File: src/rtl/cdb_arbiter.sv
// cdb_arbiter: round-robin Common Data Bus arbiter with a registered broadcast output.
// Define CDB_STATS_EN to add the stat_bcast / stat_stall counters.
module cdb_arbiter #(
    parameter int unsigned NREQ = 3,
    parameter int unsigned DW   = 32,
    parameter int unsigned LW   = 4
) (
    input  logic               clk,
    input  logic               nRST,
    input  logic               hold,
    input  logic [NREQ-1:0]    req_valid,
    input  logic [NREQ*LW-1:0] req_label,
    input  logic [NREQ*DW-1:0] req_data,
    output logic [NREQ-1:0]    req_ready,
    output logic               BCEN,
    output logic [LW-1:0]      BClabel,
    output logic [DW-1:0]      BCdata,
`ifdef CDB_STATS_EN
    output logic [31:0]        stat_bcast,
    output logic [31:0]        stat_stall,
`endif
    output logic               err_zero
);

    localparam int unsigned PW     = $clog2(NREQ);
    localparam logic [PW:0] NREQ_W = (PW+1)'(NREQ);

    logic [PW-1:0] rr_ptr_q;
    logic [PW-1:0] rr_ptr_d;
    logic [LW-1:0] label_arr [NREQ];
    logic [DW-1:0] data_arr  [NREQ];
    logic [PW:0]   idx;
    logic [PW-1:0] win;
    logic          found;
    logic          grant;
    logic          bcast;
    logic [LW-1:0] win_label;
    logic [DW-1:0] win_data;

    for (genvar i = 0; i < NREQ; i++) begin : g_unpack
        assign label_arr[i] = req_label[i*LW +: LW];
        assign data_arr[i]  = req_data[i*DW +: DW];
    end

    // Search from rr_ptr upward with wrap; first valid index wins.
    always_comb begin
        found = 1'b0;
        win   = '0;
        idx   = '0;
        for (int k = 0; k < NREQ; k++) begin
            idx = {1'b0, rr_ptr_q} + (PW+1)'(k);
            if (idx >= NREQ_W) begin
                idx = idx - NREQ_W;
            end
            if (!found && req_valid[idx[PW-1:0]]) begin
                found = 1'b1;
                win   = idx[PW-1:0];
            end
        end
    end

    always_comb begin
        grant     = found && !hold;
        win_label = label_arr[win];
        win_data  = data_arr[win];
        // Label 0 means "value ready": acked but never put on the bus.
        bcast     = grant && (win_label != '0);
        req_ready = grant ? (NREQ'(1) << win) : '0;
        rr_ptr_d  = rr_ptr_q;
        if (grant) begin
            rr_ptr_d = ({1'b0, win} == NREQ_W - 1'b1) ? '0 : win + 1'b1;
        end
    end

    always_ff @(posedge clk or negedge nRST) begin
        if (!nRST) begin
            rr_ptr_q <= '0;
            BCEN     <= 1'b0;
            BClabel  <= '0;
            BCdata   <= '0;
            err_zero <= 1'b0;
        end else begin
            rr_ptr_q <= rr_ptr_d;
            BCEN     <= bcast;
            if (bcast) begin
                BClabel <= win_label;
                BCdata  <= win_data;
            end
            if (grant && !bcast) begin
                err_zero <= 1'b1;
            end
        end
    end

`ifdef CDB_STATS_EN
    always_ff @(posedge clk or negedge nRST) begin
        if (!nRST) begin
            stat_bcast <= '0;
            stat_stall <= '0;
        end else begin
            stat_bcast <= stat_bcast + 32'(BCEN);
            stat_stall <= stat_stall + 32'((|req_valid) && !grant);
        end
    end
`endif

endmodule
File: config.mk
export PLATFORM = sky130hd
export DESIGN_NAME = cdb_arbiter
export DESIGN_NICKNAME = d
export VERILOG_FILES = /design/src/rtl/cdb_arbiter.sv
export SDC_FILE = /design/constraint.sdc
export NUM_CORES = 1
export LEC_CHECK = 0
export BUFFER_PORTS_ARGS = -buffer_cell sky130_fd_sc_hd__buf_2
export CAP_MARGIN = 20
export CORE_ASPECT_RATIO = 0.6
export CORE_MARGIN = 2
export CORE_UTILIZATION = 30
export DETAILED_ROUTE_END_ITERATION = 8
export MAX_ROUTING_LAYER = met4
export PLACE_DENSITY = 0.57
export RECOVER_POWER = 50
export REMOVE_ABC_BUFFERS = 1
export SLEW_MARGIN = 20
export SYNTH_ARGS = -nofsm -noshare
export SYNTH_HDL_FRONTEND = slang
export SYNTH_SLANG_ARGS = --single-unit
File: constraint.sdc
create_clock -name clk -period 10.3 [get_ports clk]
set_clock_uncertainty 0.2 [all_clocks]
set_input_delay 1.545 -clock clk [delete_from_list [all_inputs] [get_ports clk]]
set_output_delay 1.545 -clock clk [all_outputs]
set_load 0.005 [all_outputs]
==> qor.yml <==
detailed_routing:
  ant_nets: 0
  drc: 0
  wire_per_inst_um: 15.1
  vias_per_cell: 4.93
  postRouteWirelength_um: 7860
  firstDrtPassIters: 4
  vias: 2567
  drt-initial-drc-count: 66
global_route:
  grt_antenna_before_repair: 0
  grt_pass1_vias: 2626
  grt_max_degree: 43
  grt_pass1_wl_um: 12900
  track_usage_pct: 16.8
  gr-total-overflow: 0
sta:
  timing.final.crit_share_pct: 55.6
  maxSlewHeadroom_pct: -46.1
  rsz0062_at_grt: "false"
  finalHoldViolCount: 0
  tightest_slew_ns: 2.19
  slew_viol_final: 41
  period_needed_ns: 5.73
  max_freq_ghz: 0.175
  tns_ns: 0
  setup_viol: 0
worst_setup_path:
  worst_r2r_startpoint: "rr_ptr_q[1]"
  end_kind: "output port"
  cp.required_ns: 8.56
  crit_buf_inv: 3
  crit_fanout: 42
  startpoint: "req_valid[1]"
  cp_top_family: "simple AND/OR/NAND/NOR gates"
  worst_path_max_delay_cell: "and2_2"
  cp.arrival_ns: 3.98
  setup.worst_path.class: "input port to output port"
  crit_path_cell_trace: "buf_2 -> mux2i_1 -> mux2i_1 -> a311o_1 -> buf_4 -> and2_2 -> nand2_1 -> nor2b_1 -> buf_2"
  cp_slowest_stage_delay_ns: 0.82
  cp-start-kind: "input port"
power_and_ir_drop:
  power-per-cell-area_nw_per_um2: 323
  ir_drop_v: 0.0000965
  p_leak_uw: 0.00179
yosys:
  yosys.area.top_type_share_pct: 37.7
  synth_top_area_cell: "dfrtp_1"
  syn_area_um2: 2660
  ys_seq_area_share_pct: 37.7
  syn_area_per_cell_um2: 10.1
  ys.flop_type: "dfrtp_1"
  async_reset_ff_share_pct: 100
  ys_warn_count: 0
  synthCells: 264
  synth_common_cells: "73 x a21oi_1, 41 x mux2i_1, 40 x dfrtp_1"
  ys_ff_latch: 40
  synth_most_common_cell: "a21oi_1"
  synth_cell_types: 36
  synthTopCellsByArea: "dfrtp_1 38%, mux2i_1 15%, a21oi_1 14%, mux2_1 11%, mux2_2 5.1%"
  synth_edf_count: 0
place:
  gp_congestion: 0.819
  dp_hpwl_um: 5840
  dp_cells: 513
  port_buffers: 154
run:
  maxCapViolations: 1
clocking:
  cts_inserted_buffers: 5
  postCtsSetupRepairBufs: 0
  insertion_delay_ns: 0.27
  clkTransAtPathRegs_ns: 0.05
  cts_hold_buf: 0
  cts-root-buf: "clkbuf_16"
  cts_resized: 0
  cts_tree: "yes"
  htree_num_levels: 2
  clock_path_buffers: 2
  clock_sinks: 40
run_status:
  status: "finished with violations"
  violations: "max-capacitance violations, max-slew violations"
floorplan:
  ioPinCount: 155
  initial_core_util_pct: 31.1
  rows: 26
  dieArea_um2: 9650
  die_x_um: 126
  core_um2: 8560
  die_h_um: 76.9
finish:
  fin_nets: 526
  antenna_cells: 0
  area_growth_pct: 37.2
  stdcell_count: 521
  drive_gt1_share_pct: 41.1
  fin_util_pct: 42.6
min_path:
  min_path_type: "flop to flop"
  hold_start: "BCdata[27]"
-- area by class of cell --
type                       count  area, µm²
multi-input combinational    197       1550
clock buffer                   6        139
inverter                       6       22.5
timing repair buffer         158        783
fill                         876       4910
sequential                    40       1000
tap                          112        140
clock inverter                 2       10.0
-- power breakdown --
part	internal [µW]	switching, µW	total (µW)	leakage [µW]
sequential	242	43.0	285	0.000461
combinational	345	394	739	0.00125
clock	95.4	58.2	154	0.0000766
total	682	496	1180	0.00179
-- sequential cells by signal, indices dropped and copies added (netlist names) --
register  cells
BCEN          1
BCdata       32
BClabel       4
err_zero      1
rr_ptr_q      2
-- kinds of logic (layout without fill, tap and decap cells) --
logic type / Yosys count / after routing / share of synthesized area, %
AO/OA/AOI/OAI: 89 / 89 / 18.7
multiplexers: 80 / 80 / 32.0
flip-flops: 40 / 40 / 37.7
buffers and inverters: 27 / 172 / 4.75
AND/OR/NAND/NOR: 24 / 24 / 5.04
adder cells (fa/ha/maj): 4 / 4 / 1.88
-- path summary, 6_finish.rpt --
| path | endpoint | slack (ns) | cells after the start |
|---|---|---|---|
| max in group asynchronous | BCdata[10] | 6.93 | 1 |
| setup reg to reg | BCdata[5] | 5.48 | 10 |
| hold / removal | BCdata[27] | 0.28 | 1 |
| hold reg to reg | BCdata[27] | 0.28 | 1 |
| setup / recovery | req_ready[1] | 4.57 | 9 |
| min in group asynchronous | BCdata[6] | 1.71 | 1 |
-- placed cells by master (no fill, tap or decap), drive strengths merged, types with 2 or more instances in the layout --
cell type	netlist	layout
a21oi	73	73
nor2b	2	2
mux2	39	39
buf	9	144
clkbuf	12	20
nand2	4	4
nor4	2	2
ha	4	4
nand2b	4	4
nor2	6	6
o22ai	4	4
clkinv	0	2
dfrtp	40	40
mux2i	41	41
inv	6	6
-- through the flow --
stage	cell area, µm²	setup slack (ns)	hold slack (ns)	total power (µW)
after CTS	3660	4.55	0.285	1200
final	3650	4.57	0.283	1180
after detailed placement	3510	4.57	0.269	1040
after floorplan	2550	2.03	0.268	817
after global routing	3650	4.26	0.314	1290
after global placement	3510	4.70	0.264	1030
-- routing by layer --
layer,vias to the layer above,track usage [%],share of wire [%]
met5,-,-,0
met4,0,2.67,0.47
li1,1255,-,-
met2,130,26.4,42
met1,1178,22.1,48
met3,4,4.75,9.2
-- worst reg2reg max path, delay by kind of cell, from the launching register on --
kind	cells	cell delay [ns]
buffers and inverters	3	1.05
multiplexers	4	1.35
AO/OA/AOI/OAI	2	1.35
flip-flops	1	0.41
adder cells (fa/ha/maj)	1	0.35
Power figures use the tool's default switching activity.
